`config.mk`:
```
export PLATFORM = sky130hd
export DESIGN_NAME = model_ddr_writer
export DESIGN_NICKNAME = d
export VERILOG_FILES = /design/src/rtl/model_ddr_writer.sv
export SDC_FILE = /design/constraint.sdc
export NUM_CORES = 2
export LEC_CHECK = 0
export CORE_MARGIN = 2
export CORE_UTILIZATION = 55
export DETAILED_ROUTE_END_ITERATION = 16
export HOLD_SLACK_MARGIN = 0.12
export PLACE_DENSITY = 0.75
export REMOVE_ABC_BUFFERS = 1
export SLEW_MARGIN = 25
export SYNTH_ARGS = -nofsm -noshare
export SYNTH_HDL_FRONTEND = slang
export SYNTH_SLANG_ARGS = --single-unit
```
`constraint.sdc`:
```
create_clock -name clk -period 12 [get_ports clk]
set_input_delay 2.4 -clock clk [delete_from_list [all_inputs] [get_ports clk]]
set_output_delay 2.4 -clock clk [all_outputs]
set_load 0.1 [all_outputs]
```
`src/rtl/model_ddr_writer.sv`:
```
// model_ddr_writer: packs 16-bit words into app beats, buffers them in a FIFO and writes them over a MIG-style app interface.
// Define MODEL_DDR_WR_BYTESWAP_EN to byte-swap every input word before packing.
module model_ddr_writer #(
  parameter int APP_DATA_W = 128,
  parameter int APP_ADDR_W = 28,
  parameter int ADDR_STEP  = 8,
  parameter int FIFO_DEPTH = 16
) (
  input  logic                    clk,
  input  logic                    rst,
  input  logic                    start,
  input  logic [APP_ADDR_W-1:0]   base_addr,
  input  logic                    in_en,
  input  logic [15:0]             in_data,
  input  logic                    in_last,
  output logic [APP_ADDR_W-1:0]   app_addr,
  output logic [2:0]              app_cmd,
  output logic                    app_en,
  input  logic                    app_rdy,
  output logic [APP_DATA_W-1:0]   app_wdf_data,
  output logic                    app_wdf_wren,
  output logic                    app_wdf_end,
  output logic [APP_DATA_W/8-1:0] app_wdf_mask,
  input  logic                    app_wdf_rdy,
  output logic                    busy,
  output logic                    done,
  output logic [31:0]             words_written,
  output logic                    overflow
);
  localparam int LANES = APP_DATA_W / 16;
  localparam int MW = APP_DATA_W / 8;
  localparam int LW = LANES > 1 ? $clog2(LANES) : 1;
  localparam int AW = $clog2(FIFO_DEPTH);
  localparam logic [LW-1:0] LAST_LANE = LW'(LANES - 1);
  localparam logic [AW:0] FULL_CNT = (AW + 1)'(FIFO_DEPTH);
  localparam logic [AW:0] ONE = (AW + 1)'(1);
  localparam logic [APP_ADDR_W-1:0] STEP = APP_ADDR_W'(ADDR_STEP);

  typedef enum logic [1:0] {IDLE, RUN, DONE} state_t;
  state_t r_state, w_next;

  logic [LW-1:0]         r_lane;
  logic [APP_DATA_W-1:0] r_buf, r_beat, w_merged;
  logic [MW-1:0]         r_bmask, w_mask;
  logic                  r_push, r_blast, r_seen_last, r_end, r_cmd_ok, r_dat_ok, r_ovf;
  logic [APP_ADDR_W-1:0] r_addr;
  logic [31:0]           r_words;
  logic [AW:0]           r_wp, r_rp;
  logic [APP_DATA_W-1:0] r_mem_d [FIFO_DEPTH];
  logic [MW-1:0]         r_mem_m [FIFO_DEPTH];
  logic [15:0]           w_word;
  logic                  w_run, w_empty, w_valid, w_acc, w_fin, w_pop, w_full;

`ifdef MODEL_DDR_WR_BYTESWAP_EN
  assign w_word = {in_data[7:0], in_data[15:8]};
`else
  assign w_word = in_data;
`endif

  assign w_run   = r_state == RUN;
  assign w_empty = r_wp == r_rp;
  assign w_valid = w_run & ~w_empty;
  assign w_acc   = w_run & in_en & ~r_seen_last;
  assign w_fin   = w_acc & (r_lane == LAST_LANE | in_last);
  assign w_pop   = w_valid & (r_cmd_ok | app_rdy) & (r_dat_ok | app_wdf_rdy);
  // a pop in the same cycle frees the slot the push needs
  assign w_full  = (r_wp - r_rp) == FULL_CNT && !w_pop;

  always_comb begin
    w_merged = r_buf;
    w_merged[16*r_lane +: 16] = w_word;
    w_mask = '0;
    for (int l = 0; l < LANES; l++) w_mask[2*l +: 2] = {2{l > int'(r_lane)}};
  end

  always_ff @(posedge clk or posedge rst)
    if (rst) r_state <= IDLE;
    else r_state <= w_next;

  always_comb begin
    w_next = r_state;
    case (r_state)
      IDLE:    w_next = start ? RUN : IDLE;
      RUN:     w_next = r_end && w_empty ? DONE : RUN;
      default: w_next = IDLE;
    endcase
  end

  always_comb begin
    busy = r_state == RUN;
    done = r_state == DONE;
    app_en = w_valid & ~r_cmd_ok;
    app_wdf_wren = w_valid & ~r_dat_ok;
  end

  always_ff @(posedge clk or posedge rst) begin
    if (rst) begin
      r_lane <= '0; r_buf <= '0; r_beat <= '0; r_bmask <= '0;
      r_push <= 1'b0; r_blast <= 1'b0; r_seen_last <= 1'b0; r_end <= 1'b0;
      r_cmd_ok <= 1'b0; r_dat_ok <= 1'b0; r_ovf <= 1'b0;
      r_addr <= '0; r_words <= '0; r_wp <= '0; r_rp <= '0;
    end else if (r_state == IDLE && start) begin
      r_addr <= base_addr; r_words <= '0; r_ovf <= 1'b0; r_lane <= '0; r_buf <= '0;
      r_push <= 1'b0; r_end <= 1'b0; r_seen_last <= 1'b0;
      r_cmd_ok <= 1'b0; r_dat_ok <= 1'b0; r_wp <= '0; r_rp <= '0;
    end else begin
      r_push <= w_fin;
      r_blast <= w_fin & in_last;
      if (w_fin) begin
        r_beat <= w_merged;
        r_bmask <= w_mask;
      end
      if (w_acc) begin
        r_words <= r_words + 32'd1;
        r_seen_last <= in_last;
        r_lane <= w_fin ? '0 : r_lane + 1'b1;
        r_buf <= w_fin ? '0 : w_merged;
      end
      if (r_push) begin
        if (w_full) r_ovf <= 1'b1;
        else r_wp <= r_wp + ONE;
        if (r_blast) r_end <= 1'b1;
      end
      if (w_pop) begin
        r_rp <= r_rp + ONE;
        r_addr <= r_addr + STEP;
        r_cmd_ok <= 1'b0;
        r_dat_ok <= 1'b0;
      end else begin
        if (app_en & app_rdy) r_cmd_ok <= 1'b1;
        if (app_wdf_wren & app_wdf_rdy) r_dat_ok <= 1'b1;
      end
    end
  end

  always_ff @(posedge clk)
    if (r_push && !w_full) begin
      r_mem_d[r_wp[AW-1:0]] <= r_beat;
      r_mem_m[r_wp[AW-1:0]] <= r_bmask;
    end

  assign app_addr      = r_addr;
  assign app_cmd       = 3'b000;
  assign app_wdf_end   = app_wdf_wren;
  assign app_wdf_data  = w_valid ? r_mem_d[r_rp[AW-1:0]] : '0;
  assign app_wdf_mask  = w_valid ? r_mem_m[r_rp[AW-1:0]] : '0;
  assign words_written = r_words;
  assign overflow      = r_ovf;
endmodule

```
==> impl_metrics.csv <==
group,metric,value,unit
detailed_routing,drcViolationCount,0,
sta,setup_tns,0,ps
setup_path,worst_setup_path_end_kind,"primary output",
die,rows,153,
detailed_routing,vias_per_cell,6.49,
sta,fmax,121,MHz
placement,port_buffers,258,
min_path,holdPathStages,2,
detailed_routing,drt-total-wl,233000,um
placement,hpwl,113000,um
grt,grt_max_degree,172,
die,fp.coreArea,0.174,mm2
sta,timing.final.crit_share,69.1,%
clock_tree,cts_hold_buf,0,
clock_tree,cts_buffer_depth,3,
die,io_pins,264,
job,maxCapViolCount,0,
layout,nets,4957,
sta,relSlewSlack,25.9,%
synth,synth_cell_types,53,
synth,ys_ff_latch,2505,
clock_tree,cts.sinks,2505,
die,fp.dieH,424,um
die,die_x,424,um
setup_path,path_class,"register to primary output",
synth,netlist_instances,4553,
synth,synth_ff_type,"edfxtp_1",
synth,synth.avg_cell_area,21.3,um2
clock_tree,insertion_delay,880,ps
layout,syn_to_final_growth,13.9,%
synth,synth_edf_count,2160,
synth,synth_top_area_share,67.0,%
sta,worst_pin_slew,1110,ps
status,status,"complete, no violations",
layout,final_area,0.110,mm2
synth,yosys_warnings,0,
detailed_routing,wire_per_inst,31.4,um
grt,grt_pass1_vias,49800,
synth,synth-seq-area-share,75.9,%
setup_path,reg2reg_depth,10,
clock_tree,cts_tree,"yes",
sta,drv_slew,0,
synth,async_flop_share,13.8,%
layout,finalNonFillerCells,7427,
placement,place_area,0.102,mm2
clock_tree,postCtsSetupBuffers,0,
grt,grt_pass1_wl,341000,um
clock_tree,clk_pin_slew_worst_paths,60,ps
sta,min_period,8300,ps
die,dieArea,0.179,mm2
clock_tree,post_cts_resized,0,
sta,finalClockSkew,58.9,ps
sta,timing.final.ws_setup,3700,ps
clock_tree,cts_root_buf,"clkbuf_16",
synth,syn_area,0.0968,mm2
detailed_routing,drtIter0Drc,5883,
power,peakVddDrop,0.345,mV
detailed_routing,vias,48200,
layout,drive_gt1_share,23.5,%
synth,synth.area.top_cells,"edfxtp_1, mux4_2, dfrtp_1",
sta,setup_viol,0,
detailed_routing,ant_nets,0,
synth,synth_top_cell_by_area,"edfxtp_1",
sta,hold_slack,476,ps
grt,antenna_found_initial,8,
setup_path,crit_fanout,145,
clock_tree,htreeDepth,4,
placement,routabilityCongestion,0.767,
min_path,hold_class,"register to register",
grt,overflow,0,
clock_tree,cts_buffers,236,
power,p_per_area,243,mW/mm2
placement,dp_slack,4330,ps
setup_path,worstPathRequired,9600,ps
setup_path,cp.arrival,5900,ps
setup_path,crit-reg2reg-launch,"r_rp[1]",
sta,rsz0062_at_grt,"false",
die,initial_core_util,55.5,%
setup_path,cp-start-kind,"register",
min_path,hold_path_startpoint,"app_addr[1]",
power,p_leak,36.4,nW
sta,final-hold-violation-count,0,
setup_path,r2r_slack,6200,ps
detailed_routing,drt_pass1_iterations,5,
grt,grtUsageTotal,26.2,%
min_path,hold_end,"app_addr[1]",
setup_path,rr_endpoint,"r_mem_d[14][18]",
placement,dpl.cell_count,6973,
[per-stage QoR]
stage                     power [W]  utilization, %
final                        0.0268            63.3
after global routing         0.0276            63.2
after CTS                    0.0270            63.2
after detailed placement     0.0194            58.6
after global placement       0.0194            58.6
after floorplan              0.0192               -
[synthesized netlist by cell type (all sizes together) (2+ instances only)]
cell type  number
inv            13
a32o            7
a21oi          25
o21ai         155
xor2           37
nand2b          9
a22o          124
and3           11
and2            5
nor2b         141
a31oi          16
edfxtp       2160
nand4          21
mux2            2
a21o            7
nand3          29
o211ai          2
nor3           12
ha             18
dfrtp         345
nand2         214
or2             2
mux2i         108
buf           111
o31ai           4
nor4            3
and4            8
or4             2
xnor2          16
nor2           93
nand3b          2
mux4          675
clkbuf        161
or3             6
[registers in the layout, summed over array words and instances, names as in the netlist, 2 cells and up]
register / cells
r_rp: 5
r_state: 2
r_mem_d: 2048
r_wp: 5
r_mem_m: 112
words_written: 32
r_bmask: 7
r_lane: 3
r_beat: 128
app_addr: 28
r_buf: 128
[report_power, final]
group	internal, W	switching (W)
clock	0.00432	0.00326
sequential	0.00998	0.000517
combinational	0.00279	0.00592
total	0.0171	0.00970
[worst max-delay path: stages, from the launching register on]
cell,delay [ps]
dfrtp_4,1100
buf_12,700
buf_6,670
mux4_2,420
mux4_2,540
nor2b_1,210
clkdlybuf4s50_1,1020
[cells by family after synthesis]
family                   synth area share [%]
buffers and inverters                    1.32
AND/OR/NAND/NOR                          2.84
flip-flops                               75.9
AO/OA/AOI/OAI                            2.38
other                                 0.00387
XOR/XNOR                                0.479
multiplexers                             16.8
adder cells (fa/ha/maj)                 0.233
[cell type report]
| class | instances | area, um2 |
|---|---|---|
| Sequential cell | 2505 | 73500 |
| Fill cell | 11300 | 64100 |
| Multi-Input combinational cell | 1767 | 22300 |
| Clock buffer | 336 | 6630 |
| Timing Repair Buffer | 365 | 3560 |
| Tap cell | 2325 | 2910 |
| Clock inverter | 114 | 1370 |
| Inverter | 13 | 68.8 |
| Antenna cell | 2 | 5.00 |
[worst max-delay path by stage]
stage                     startpoint                end  slack, ps  cells past startpoint
final                        r_rp[1]   app_wdf_data[13]       3700                      6
after global routing         r_rp[0]  app_wdf_data[103]       3320                      6
after CTS                    r_rp[1]   app_wdf_data[13]       3450                      6
after detailed placement     r_rp[1]   app_wdf_data[13]       4330                      6
after global placement       r_rp[1]   app_wdf_data[13]       4390                      6
after floorplan              r_rp[0]        app_wdf_end     -23930                      4
[cell usage in the layout, fill, tap and decap left out, types with 9 or more instances in the layout]
cell	Yosys	routed
clkinv_1	0	25
clkbuf_16	0	236
nand2b_1	9	9
clkdlybuf4s50_1	0	250
a22o_1	124	124
clkbuf_8	0	35
clkbuf_1	161	65
mux4_2	675	675
xor2_1	37	37
edfxtp_1	2160	2160
nor2b_1	141	141
o21ai_0	144	143
nand3_1	29	29
clkinv_2	0	42
bufinv_16	0	21
dfrtp_1	345	342
nor2_4	0	13
and3_1	11	11
nor2_1	92	76
ha_1	18	18
nand2_1	214	214
nand4_1	21	21
mux2i_1	108	108
a31oi_1	16	16
buf_12	0	14
a21oi_1	25	24
buf_4	25	86
xnor2_1	16	16
[routing by layer]
layer,share of wire [%],GRT usage (%),vias to the layer above
met2,50,42.6,2620
met3,9.8,5.63,357
met4,2.3,6.66,8
met5,0.018,0,-
li1,-,-,19400
met1,38,36.6,25800
Note: power is estimated with default switching activity, not from simulation.
